File: config.mk
export PLATFORM = sky130hd
export DESIGN_NAME = win_capture
export DESIGN_NICKNAME = d
export VERILOG_FILES = /design/src/rtl/video_pkg.sv /design/src/rtl/sync_fifo.sv /design/src/rtl/win_capture.sv
export SDC_FILE = /design/constraint.sdc
export NUM_CORES = 1
export LEC_CHECK = 0
export CAP_MARGIN = 25
export CORE_MARGIN = 8
export CORE_UTILIZATION = 60
export DETAILED_ROUTE_END_ITERATION = 10
export PLACE_DENSITY = 0.79
export SYNTH_ARGS = -nofsm -noshare
export SYNTH_HDL_FRONTEND = slang
export SYNTH_HIERARCHICAL = 1
export SYNTH_SLANG_ARGS = --single-unit
File: constraint.sdc
create_clock -name clk -period 7.8 [get_ports clk]
set_input_delay 0.78 -clock clk [delete_from_list [all_inputs] [get_ports clk]]
set_output_delay 0.78 -clock clk [all_outputs]
set_load 0.01 [all_outputs]
File: src/rtl/video_pkg.sv
// Shared constants for the video capture path: default pixel width, counter
// width, capture FSM encoding and a saturating counter helper.
package video_pkg;

  localparam int PIX_W_DEF = 12;
  localparam int CNT_W     = 12;

  localparam logic [1:0] ST_IDLE   = 2'd0;
  localparam logic [1:0] ST_WAIT_V = 2'd1;
  localparam logic [1:0] ST_FRAME  = 2'd2;
  localparam logic [1:0] ST_DROP   = 2'd3;

  function automatic logic [CNT_W-1:0] sat_inc(input logic [CNT_W-1:0] v);
    return (v == {CNT_W{1'b1}}) ? v : v + CNT_W'(1);
  endfunction

endpackage

File: src/rtl/sync_fifo.sv
// Single-clock FIFO with registered storage; a write is accepted when full
// only if a read happens in the same cycle. No read-through bypass.
module sync_fifo #(
  parameter int WIDTH = 14,
  parameter int DEPTH = 16
) (
  input  logic             clk,
  input  logic             rst,
  input  logic             wr_en,
  input  logic [WIDTH-1:0] wr_data,
  input  logic             rd_en,
  output logic [WIDTH-1:0] rd_data,
  output logic             full,
  output logic             empty
);

  localparam int AW = $clog2(DEPTH);

  logic [WIDTH-1:0] r_mem [DEPTH];
  logic [AW:0]      r_wr_ptr;
  logic [AW:0]      r_rd_ptr;
  logic             w_wr;
  logic             w_rd;

  assign empty   = (r_wr_ptr == r_rd_ptr);
  assign full    = (r_wr_ptr[AW] != r_rd_ptr[AW]) &&
                   (r_wr_ptr[AW-1:0] == r_rd_ptr[AW-1:0]);
  assign w_rd    = rd_en & ~empty;
  assign w_wr    = wr_en & (~full | w_rd);
  assign rd_data = r_mem[r_rd_ptr[AW-1:0]];

  // Storage is cleared on reset so the head reads as zero while empty.
  always_ff @(posedge clk or posedge rst) begin
    if (rst) begin
      for (int i = 0; i < DEPTH; i++) r_mem[i] <= '0;
      r_wr_ptr <= '0;
      r_rd_ptr <= '0;
    end else begin
      if (w_wr) begin
        r_mem[r_wr_ptr[AW-1:0]] <= wr_data;
        r_wr_ptr                <= r_wr_ptr + (AW+1)'(1);
      end
      if (w_rd) r_rd_ptr <= r_rd_ptr + (AW+1)'(1);
    end
  end

endmodule

File: src/rtl/win_capture.sv
// Captures pixels inside the vref/href window into a stream with sof/eol
// flags, buffered by an output FIFO; tracks line/pixel counts and overflow.
module win_capture
  import video_pkg::*;
#(
  parameter int PIX_W      = PIX_W_DEF,
  parameter int FIFO_DEPTH = 16
) (
  input  logic             clk,
  input  logic             rst,
  input  logic             vsync_start,
  input  logic             vref,
  input  logic             href,
  input  logic [PIX_W-1:0] pix_in,
  output logic [PIX_W-1:0] m_data,
  output logic             m_sof,
  output logic             m_eol,
  output logic             m_valid,
  input  logic             m_ready,
  output logic             ovf,
  output logic [CNT_W-1:0] line_cnt,
  output logic [CNT_W-1:0] pix_cnt
);

  logic [1:0]       r_state;
  logic             r_vref_d;
  logic             r_hold_vld;
  logic             r_hold_sof;
  logic [PIX_W-1:0] r_hold_data;
  logic             r_sof_pend;
  logic [CNT_W-1:0] r_pix_run;
  logic [CNT_W-1:0] r_line_run;
  logic [CNT_W-1:0] r_line_cnt;
  logic [CNT_W-1:0] r_pix_cnt;
  logic             r_ovf;

  logic             w_qual;
  logic             w_vrise;
  logic             w_vfall;
  logic             w_full;
  logic             w_empty;
  logic             w_pop;
  logic             w_push;
  logic             w_push_eol;
  logic             w_push_ok;
  logic             w_push_drop;
  logic [CNT_W-1:0] w_line_nxt;
  logic [PIX_W+1:0] w_rd_data;

  assign w_qual      = vref & href;
  assign w_vrise     = ~r_vref_d & vref;
  assign w_vfall     = r_vref_d & ~vref;
  assign w_pop       = ~w_empty & m_ready;
  // The held pixel leaves when the next one arrives, or ends the line otherwise.
  assign w_push      = vsync_start & (r_state == ST_FRAME) & r_hold_vld;
  assign w_push_eol  = ~w_qual;
  assign w_push_ok   = w_push & (~w_full | w_pop);
  assign w_push_drop = w_push & w_full & ~w_pop;
  assign w_line_nxt  = (w_push_ok & w_push_eol) ? sat_inc(r_line_run) : r_line_run;

  sync_fifo #(
    .WIDTH(PIX_W + 2),
    .DEPTH(FIFO_DEPTH)
  ) u_fifo (
    .clk    (clk),
    .rst    (rst),
    .wr_en  (w_push_ok),
    .wr_data({r_hold_sof, w_push_eol, r_hold_data}),
    .rd_en  (w_pop),
    .rd_data(w_rd_data),
    .full   (w_full),
    .empty  (w_empty)
  );

  assign m_valid  = ~w_empty;
  assign m_sof    = w_rd_data[PIX_W+1];
  assign m_eol    = w_rd_data[PIX_W];
  assign m_data   = w_rd_data[PIX_W-1:0];
  assign ovf      = r_ovf;
  assign line_cnt = r_line_cnt;
  assign pix_cnt  = r_pix_cnt;

  always_ff @(posedge clk or posedge rst) begin
    if (rst) begin
      r_state     <= ST_IDLE;
      r_vref_d    <= 1'b1;
      r_hold_vld  <= 1'b0;
      r_hold_sof  <= 1'b0;
      r_hold_data <= '0;
      r_sof_pend  <= 1'b0;
      r_pix_run   <= '0;
      r_line_run  <= '0;
      r_line_cnt  <= '0;
      r_pix_cnt   <= '0;
      r_ovf       <= 1'b0;
    end else begin
      r_vref_d <= vref;
      if (!vsync_start) begin
        r_state    <= ST_IDLE;
        r_hold_vld <= 1'b0;
      end else begin
        case (r_state)
          ST_IDLE: r_state <= ST_WAIT_V;
          ST_WAIT_V: begin
            if (w_vrise) begin
              r_state    <= ST_FRAME;
              r_sof_pend <= 1'b1;
              r_line_run <= '0;
              r_pix_run  <= '0;
            end
          end
          ST_FRAME: begin
            if (w_push_drop) begin
              // A frame that overflowed never reports its line count.
              r_ovf      <= 1'b1;
              r_hold_vld <= 1'b0;
              r_state    <= w_vfall ? ST_WAIT_V : ST_DROP;
            end else begin
              if (w_qual) begin
                r_hold_vld  <= 1'b1;
                r_hold_data <= pix_in;
                r_hold_sof  <= r_sof_pend;
                r_sof_pend  <= 1'b0;
                r_pix_run   <= sat_inc(r_pix_run);
              end else begin
                r_hold_vld <= 1'b0;
              end
              if (w_push_ok && w_push_eol) begin
                r_pix_cnt  <= r_pix_run;
                r_pix_run  <= '0;
                r_line_run <= w_line_nxt;
              end
              if (w_vfall) begin
                r_line_cnt <= w_line_nxt;
                r_state    <= ST_WAIT_V;
              end
            end
          end
          ST_DROP: if (w_vfall) r_state <= ST_WAIT_V;
          default: r_state <= ST_IDLE;
        endcase
      end
    end
  end

endmodule
==> impl_metrics.ini, run 1 <==
[run_status]
outcome = finished, final reports clean

[die]
floorplan.rows = 56
floorplan.die_area_um2 = 28900
initial_utilization_pct = 60.9
chipWidth_um = 170
dieHeight_um = 170
core-area_um2 = 23300
io_pins = 58

[cts]
h_tree_level_count = 1
cts.clk_slew.worst_paths_ns = 0.06
tritoncts.num_buffers = 31
cts_setup_buffers = 0
ctsRootBufferMaster = sky130_fd_sc_hd__clkbuf_16
hold_fix_buffers_at_cts = 0
cts_tree = done
cts.sinks = 301
worstSkewPairLatency_ns = 0.56
cts_resized = 0
clockBufferDepth = 3

[grt]
grt_pass1_wl_um = 51100
sum_of_overflow_across_all_layers_after_global_routing = 0
globalRouteTotalUtil_pct = 22.2
antenna_found_initial = 0
number_of_global_route_vias_before_repair = 9336
grt_start_max_net_pins = 84

[setup_path]
critPathLaunchType = flip-flop
timing.critical_path.slowest_stage_cell = sky130_fd_sc_hd__buf_4
critical_path.max_fanout = 46
critPathArrivalTime_ns = 3.50
worstSetupEndpointType = primary output
crit_chain = buf_4, mux4_2, a22oi_1, nand2_1, clkdlybuf4s50_1
worst_ep_required_time_ns = 7.02
critPathMaxStageDelay_ns = 0.80
criticalPathCategory = flip-flop to primary output

[power]
clock_power_share_pct = 40.1
power_frac_seq_pct = 45.3
power.ir.vdd_worst_mv = 0.182
netSwitchingFraction_pct = 28.1
power.internal_mw = 2.69
leakagePower_nw = 7.39
power.combinational.fraction_pct = 14.6
finalPower_mw = 3.75
p_per_area_nw_per_um2 = 235
total_switching_power_mw = 1.05

[yosys]
synth-seq-area-share_pct = 53.0
synthTopCellsByCount = 300 x sky130_fd_sc_hd__dfrtp_1, 212 x sky130_fd_sc_hd__mux2_2, 110 x sky130_fd_sc_hd__nand2_1
postSynth.topFlopCell = sky130_fd_sc_hd__dfrtp_1
synth_fp_nets = 1070
post-synth-top-area-cell = sky130_fd_sc_hd__dfrtp_1
synth_enable_flop_cells = 0
synth.area.top_cells = sky130_fd_sc_hd__dfrtp_1 53%, sky130_fd_sc_hd__mux2_2 17%, sky130_fd_sc_hd__mux4_2 8.9%
yosys.cell_types.count = 67
synth.cell_area_um2 = 14200
synth-async-reset-ratio_pct = 100
synth_top_cell_area_share_pct = 52.8
yosysWarningCount = 6
yosys_register_bits = 301
synth.avg_cell_area_um2 = 13.6
synthCells = 1045
synth.most_common_cell = sky130_fd_sc_hd__dfrtp_1

[timing]
report.final.hold_viol_count = 0
timing.max_slew.rel_slack_pct = 29.0
setup_viol = 0
achievable-frequency_mhz = 234
finClkSkew_ns = 0.0176
maxSlewViolCount = 0
hold_ws_ns = 0.476
timing.final.crit_period_ns = 4.28
timing.setup.tns_ns = 0
grt_setup_unrepaired = no
max_slew.worst_pin.slew_ns = 1.06
final_cycle_utilization_of_the_critical_path_pct = 54.9

[cells_and_area]
flow.area_growth_from_synthesis_pct = 12.2
final_antenna_diode_count = 0
design_area_um2 = 15900
nNetsFinal = 1097
finish.utilization_pct = 68.3
drive_above_1_share_pct = 34.9

[routing]
detail_route.vias_per_cell = 6.28
wire_per_inst_um = 22.0
totalWireLength_um = 31200
route.detailed.drc = 0
via_count = 8886
dr.pass1.iters = 5
ant_nets = 0
drt_first_iter_violations = 683

[placed_design]
hpwlAfterDp_um = 19200
detailed_place.area_um2 = 14800
io_buffers = 57
gp_routability_congestion = 0.856

[hold_path]
timing.hold.worst.class = flip-flop to flip-flop

[flow_run]
cap_viol_max_count = 0
path summary, 6_finish.rpt:
| path | from | endpoint | slack [ns] | depth (start not counted) |
|---|---|---|---|---|
| hold reg to reg | line_cnt[8] | line_cnt[8] | 0.48 | 2 |
| setup / recovery | u_fifo/r_rd_ptr[0] | m_data[5] | 3.52 | 5 |
| max in group asynchronous | rst | u_fifo/r_rd_ptr[0] | 5.62 | 3 |
| setup reg to reg | u_fifo/r_rd_ptr[1] | u_fifo/r_mem[28] | 3.95 | 10 |
| hold / removal | line_cnt[8] | line_cnt[8] | 0.48 | 2 |
| min in group asynchronous | rst | u_fifo/r_mem[19] | 0.75 | 2 |
worst max-delay path: cells and delay by family, from the launching register on:
kind / cells / cell delay (ns)
and+or+nand+nor: 1 / 0.08
AOI/OAI and AO/OA: 1 / 0.35
muxes: 1 / 0.60
DFF: 1 / 0.61
buffers and inverters: 2 / 1.29
layer usage:
layer  vias to the layer above  global-route usage (%)  share of wire [%]  wire length, um
met5                         -                       0                  0                0
met4                         0                    6.73                2.4              759
met3                        58                    3.64                4.6             1450
met2                       216                    36.3                 49            15400
met1                      4684                    30.3                 44            13600
li1                       3928                       -                  -                -
stage by stage:
step	instances	setup slack, ns
2_1_floorplan	1045	0.602
3_3_place_gp	1355	3.56
3_5_place_dp	1356	3.46
4_1_cts	1414	3.42
5_1_grt	1416	3.30
6_report	1416	3.52
power by group through the flow:
stage	combinational, mW	sequential, mW	clock (mW)
2_1_floorplan	0.463	1.65	0
3_3_place_gp	0.540	1.72	0
4_1_cts	0.549	1.70	1.53
3_5_place_dp	0.547	1.72	0
5_1_grt	0.584	1.71	1.60
6_report	0.547	1.70	1.50
final cells by class:
class,count,area (um2)
inverters,14,60.1
well taps,319,399
clock inverters,14,139
flip-flops and latches,301,7540
repair buffers,72,701
clock buffers,44,925
multi-input cells,652,6180
fillers,1568,7390
placed cells by master, fill, tap and decap left out, drive strengths merged, types with 4 or more instances in the layout:
| cell type | n |
|---|---|
| clkdlybuf4s50 | 57 |
| buf | 15 |
| or3 | 5 |
| mux2 | 226 |
| mux4 | 56 |
| a31oi | 24 |
| dfrtp | 300 |
| and4 | 5 |
| nand3 | 28 |
| a22oi | 28 |
| nand2 | 110 |
| nor2b | 6 |
| clkbuf | 44 |
| a21oi | 25 |
| o31ai | 10 |
| xnor2 | 10 |
| o211ai | 4 |
| inv | 15 |
| nor2 | 16 |
| nor3 | 10 |
| xor2 | 5 |
| or4 | 4 |
| ha | 7 |
| nand4 | 12 |
| nand3b | 5 |
| clkinv | 8 |
| o21ai | 13 |
kinds of logic (layout without fill, tap and decap cells):
logic type                 after synthesis  count (layout)  synth area share (%)
AOI/OAI and AO/OA                      129             129                  7.10
xor gates and xnor gates                15              15                 0.978
adders and majority gates                7               7                 0.616
buffers and inverters                   92             144                  3.50
DFF                                    301             301                  53.0
muxes                                  285             285                  27.3
and+or+nand+nor                        216             216                  7.49
sequential cells by signal, summed over array words and instances, names as in the netlist:
register,flops
r_hold_data,12
r_hold_vld,1
r_hold_sof,1
r_pix_run,12
r_sof_pend,1
ovf,1
u_fifo/r_mem,224
r_state,2
r_line_run,12
line_cnt,12
r_vref_d,1
u_fifo/r_rd_ptr,5
u_fifo/r_wr_ptr,5
pix_cnt,12
Note: power is estimated with default switching activity, not from simulation.
==> run 2: changes to the inputs <==
--- a/config.mk
+++ b/config.mk
@@ -7,9 +7,9 @@
 export LEC_CHECK = 0
 export CAP_MARGIN = 25
 export CORE_MARGIN = 8
-export CORE_UTILIZATION = 60
+export CORE_UTILIZATION = 55
 export DETAILED_ROUTE_END_ITERATION = 10
-export PLACE_DENSITY = 0.79
+export PLACE_DENSITY = 0.76
 export SYNTH_ARGS = -nofsm -noshare
 export SYNTH_HDL_FRONTEND = slang
 export SYNTH_HIERARCHICAL = 1
==> constraint.sdc (replaced) <==
create_clock -name clk -period 3.9 [get_ports clk]
set_input_delay 0.39 -clock clk [delete_from_list [all_inputs] [get_ports clk]]
set_output_delay 0.39 -clock clk [all_outputs]
set_load 0.01 [all_outputs]
==> impl_metrics.ini, run 2 (synthesis gave the netlist of run 1 again) <==
[run_status]
outcome = finished, final reports clean

[flow_run]
cap_viol_max_count = 0

[routing]
dr.pass1.iters = 6
totalWireLength_um = 32400
route.detailed.drc = 0
detail_route.vias_per_cell = 6.13
wire_per_inst_um = 22.4
via_count = 8889
drt_first_iter_violations = 709
ant_nets = 0

[cts]
cts.sinks = 301
clockBufferDepth = 3
worstSkewPairLatency_ns = 0.53
cts_tree = done
cts.clk_slew.worst_paths_ns = 0.06
ctsRootBufferMaster = sky130_fd_sc_hd__clkbuf_16
h_tree_level_count = 2
cts_setup_buffers = 0
cts_resized = 0
tritoncts.num_buffers = 34
hold_fix_buffers_at_cts = 0

[setup_path]
worstSetupEndpointType = primary output
critical_path.max_fanout = 59
critPathMaxStageDelay_ns = 0.70
critPathTopFamily = buffers and inverters
cp_num_buf_inv = 2
critPathArrivalTime_ns = 2.94
worst_ep_required_time_ns = 3.51
criticalPathCategory = flip-flop to primary output
critPathLaunchType = flip-flop
timing.critical_path.slowest_stage_cell = sky130_fd_sc_hd__buf_4
crit_chain = buf_4, mux4_2, a22oi_1, nand2_1, clkdlybuf4s50_1

[power]
power.internal_mw = 5.43
clock_power_share_pct = 40.3
power.combinational.fraction_pct = 15.7
total_switching_power_mw = 2.19
p_per_area_nw_per_um2 = 471
power_frac_seq_pct = 44.0
leakagePower_nw = 7.50
netSwitchingFraction_pct = 28.7
power.ir.vdd_worst_mv = 0.418

[timing]
final_cycle_utilization_of_the_critical_path_pct = 85.5
maxSlewViolCount = 0
max_slew.worst_pin.slew_ns = 0.892
report.final.hold_viol_count = 0
finClkSkew_ns = 0.0182
timing.max_slew.rel_slack_pct = 39.0
timing.setup.tns_ns = 0
achievable-frequency_mhz = 300
hold_ws_ns = 0.290
grt_setup_unrepaired = no
setup_viol = 0
timing.final.crit_period_ns = 3.33

[placed_design]
detailed_place.area_um2 = 15100
io_buffers = 57
gp_routability_congestion = 0.871
hpwlAfterDp_um = 19500
placed_cells = 1391

[die]
initial_utilization_pct = 55.3
io_pins = 58
chipWidth_um = 177
core-area_um2 = 25700
dieHeight_um = 177
floorplan.rows = 59
floorplan.die_area_um2 = 31200

[cells_and_area]
layout.filler_cells = 1933
final_cell_mix = 298 x sky130_fd_sc_hd__dfrtp_1, 212 x sky130_fd_sc_hd__mux2_2, 110 x sky130_fd_sc_hd__nand2_1
design_area_um2 = 16200
mostFrequentLayoutCell = sky130_fd_sc_hd__dfrtp_1
finish.cell_count_without_fillers = 1449
number_of_flip_flops_under_the_largest_register_name = 224
drive_above_1_share_pct = 35.4
max_flop_register = u_fifo/r_mem
finish.utilization_pct = 62.9
flow.area_growth_from_synthesis_pct = 13.7
final_antenna_diode_count = 0
nNetsFinal = 1118

[grt]
grt_start_max_net_pins = 60
globalRouteTotalUtil_pct = 21.3
sum_of_overflow_across_all_layers_after_global_routing = 0
number_of_global_route_vias_before_repair = 9327
grt_pass1_wl_um = 52500
antenna_found_initial = 0

[hold_path]
timing.hold.worst.class = input port to asynchronous set/reset pin
-- run 2: changes by cell type in the layout (fill, tap and decap cells not counted), moves of 2 or more --
| cell | previous run | this run |
|---|---|---|
| sky130_fd_sc_hd__clkinv_2 | 6 | 3 |
| sky130_fd_sc_hd__clkinv_4 | 2 | 0 |
| sky130_fd_sc_hd__clkbuf_16 | 31 | 34 |
| sky130_fd_sc_hd__inv_16 | 0 | 2 |
| sky130_fd_sc_hd__clkbuf_8 | 10 | 5 |
| sky130_fd_sc_hd__buf_4 | 13 | 27 |
| sky130_fd_sc_hd__clkbuf_1 | 3 | 9 |
| sky130_fd_sc_hd__buf_12 | 0 | 6 |
-- run 2: power by group through the flow --
stage,Combinational (mW),Clock [mW],Sequential (mW)
3_5_place_dp,1.20,0,3.40
3_3_place_gp,1.20,0,3.40
2_1_floorplan,0.926,0,3.31
5_1_grt,1.28,3.24,3.36
4_1_cts,1.21,3.13,3.35
6_report,1.20,3.07,3.35
-- run 2: stage by stage --
stage | setup WS [ns] | power [mW]
5_1_grt | 0.457 | 7.89
6_report | 0.566 | 7.62
3_5_place_dp | 0.802 | 4.61
2_1_floorplan | 0.446 | 4.23
3_3_place_gp | 0.880 | 4.60
4_1_cts | 0.543 | 7.69
-- run 2: per-layer routing --
layer / routed length (um) / global-route usage, %
met1: 14200 / 29.0
met2: 15700 / 34.8
met3: 1690 / 3.71
met4: 777 / 6.34
met5: 0 / 0
-- run 2: area by class of cell --
cell class | instances | area [um2] | area share [%]
Clock buffer | 48 | 953 | 5.90
Timing Repair Buffer | 90 | 893 | 5.53
Inverter | 14 | 56.3 | 0.349
Multi-Input combinational cell | 652 | 6180 | 38.2
Clock inverter | 9 | 118 | 0.728
Tap cell | 335 | 419 | 2.59
Sequential cell | 301 | 7540 | 46.7
-- run 2: worst paths after layout --
kind / start / endpoint / slack (ns) / cells past startpoint
max in group asynchronous: rst / u_fifo/r_mem[57] / 2.79 / 4
worst min-delay path: rst / r_state[1] / 0.29 / 2
min in group clk: pix_in[3] / r_hold_data[3] / 0.41 / 3
worst max register to register: u_fifo/r_wr_ptr[2] / u_fifo/r_mem[12] / 0.77 / 8
worst min register to register: r_sof_pend / r_hold_sof / 0.47 / 2
worst max-delay path: u_fifo/r_rd_ptr[1] / m_data[4] / 0.57 / 5
==> run 3: changes to the inputs <==
--- a/config.mk
+++ b/config.mk
@@ -10,6 +10,7 @@
 export CORE_UTILIZATION = 55
 export DETAILED_ROUTE_END_ITERATION = 10
 export PLACE_DENSITY = 0.76
+export SLEW_MARGIN = 10
 export SYNTH_ARGS = -nofsm -noshare
 export SYNTH_HDL_FRONTEND = slang
 export SYNTH_HIERARCHICAL = 1
==> impl_metrics.ini, run 3 (synthesis gave the netlist of run 1 again) <==
[run_status]
outcome = finished, final reports clean

[cts]
h_tree_level_count = 2
cts.sinks = 301
cts_setup_buffers = 0
cts_tree = done
clockBufferDepth = 3
worstSkewPairLatency_ns = 0.53
ctsRootBufferMaster = sky130_fd_sc_hd__clkbuf_16
cts.clk_slew.worst_paths_ns = 0.06
hold_fix_buffers_at_cts = 0
cts_resized = 0
tritoncts.num_buffers = 34

[power]
p_per_area_nw_per_um2 = 471
power.ir.vdd_worst_mv = 0.419
leakagePower_nw = 7.50

[die]
chipWidth_um = 177
floorplan.rows = 59
floorplan.die_area_um2 = 31200
io_pins = 58
core-area_um2 = 25700
initial_utilization_pct = 55.3
dieHeight_um = 177

[routing]
top_layer_used = met4
wire_per_inst_um = 22.4
detailroute.wirelength.met3_um = 1740
detailroute.wirelength.met2_um = 15600
detail_route.vias_per_cell = 6.16
ant_nets = 0
totalWireLength_um = 32400
via_count = 8930
route.detailed.drc = 0
route.layer.met1.wl_um = 14200
drt_first_iter_violations = 755
dr.pass1.iters = 5

[grt]
sum_of_overflow_across_all_layers_after_global_routing = 0
grt_pass1_wl_um = 52500
globalRouteTotalUtil_pct = 21.3
grt_start_max_net_pins = 60
number_of_global_route_vias_before_repair = 9327
antenna_found_initial = 0

[placed_design]
hpwlAfterDp_um = 19500
gp_routability_congestion = 0.871
detailed_place.area_um2 = 15100
placed_cells = 1391
io_buffers = 57

[setup_path]
critPathMaxStageDelay_ns = 0.69
timing.critical_path.slowest_stage_cell = sky130_fd_sc_hd__buf_4
critical_path.max_fanout = 59
cp_num_buf_inv = 2
critPathTopFamily = buffers and inverters
critPathLaunchType = flip-flop
worst_ep_required_time_ns = 3.51
crit_chain = buf_4, mux4_2, a22oi_1, nand2_1, clkdlybuf4s50_1
critPathArrivalTime_ns = 2.93
criticalPathCategory = flip-flop to primary output
worstSetupEndpointType = primary output

[timing]
timing.setup.tns_ns = 0
max_slew.worst_pin.slew_ns = 0.902
timing.final.crit_period_ns = 3.32
final_cycle_utilization_of_the_critical_path_pct = 85.2
grt_setup_unrepaired = no
hold_ws_ns = 0.288
setup_viol = 0
timing.max_slew.rel_slack_pct = 38.3
maxSlewViolCount = 0
finClkSkew_ns = 0.0197
report.final.hold_viol_count = 0
achievable-frequency_mhz = 301

[cells_and_area]
finish.utilization_pct = 62.9
number_of_flip_flops_under_the_largest_register_name = 224
design_area_um2 = 16200
final_antenna_diode_count = 0
nNetsFinal = 1118
drive_above_1_share_pct = 35.4
finish.cell_count_without_fillers = 1449
final_cell_mix = 298 x sky130_fd_sc_hd__dfrtp_1, 212 x sky130_fd_sc_hd__mux2_2, 110 x sky130_fd_sc_hd__nand2_1
mostFrequentLayoutCell = sky130_fd_sc_hd__dfrtp_1
max_flop_register = u_fifo/r_mem
flow.area_growth_from_synthesis_pct = 13.7

[hold_path]
timing.hold.worst.class = input port to asynchronous set/reset pin

[flow_run]
cap_viol_max_count = 0
[run 3: cell counts in the layout (fill, tap and decap cells not counted)]
Identical to the previous run, type by type.
[run 3: path summary, 6_finish.rpt]
check | start | to | slack (ns) | cells past startpoint
setup / recovery | u_fifo/r_rd_ptr[1] | m_data[4] | 0.58 | 5
setup reg to reg | u_fifo/r_wr_ptr[2] | u_fifo/r_mem[65] | 0.77 | 9
min in group clk | pix_in[3] | r_hold_data[3] | 0.41 | 3
max in group asynchronous | rst | u_fifo/r_mem[57] | 2.76 | 4
hold reg to reg | r_sof_pend | r_hold_sof | 0.47 | 2
hold / removal | rst | r_state[1] | 0.29 | 2
[run 3: through the flow]
step                setup WS, ns  power (mW)
floorplan                  0.446        4.23
global placement           0.880        4.60
detailed placement         0.802        4.61
CTS                        0.543        7.69
global route               0.457        7.89
finish                     0.576        7.61
[run 3: area by class of cell]
type	count	area, um2
clock buffers	48	953
clock inverters	9	118
fillers	1933	9540
inverters	14	56.3
multi-input cells	652	6180
flip-flops and latches	301	7540
well taps	335	419
repair buffers	90	893
[run 3: report_power, final]
part           total (mW)  internal, mW  leakage (nW)  switching [mW]
sequential           3.35          3.20          4.17           0.152
combinational        1.19         0.441          2.81           0.753
clock                3.07          1.79         0.523            1.28
total                7.61          5.43          7.50            2.18
[run 3: per-layer routing]
| metal | global-route usage (%) | vias up |
|---|---|---|
| li1 | - | 3950 |
| met1 | 29.0 | 4660 |
| met2 | 34.8 | 258 |
| met3 | 3.71 | 62 |
| met4 | 6.34 | 0 |
| met5 | 0 | - |
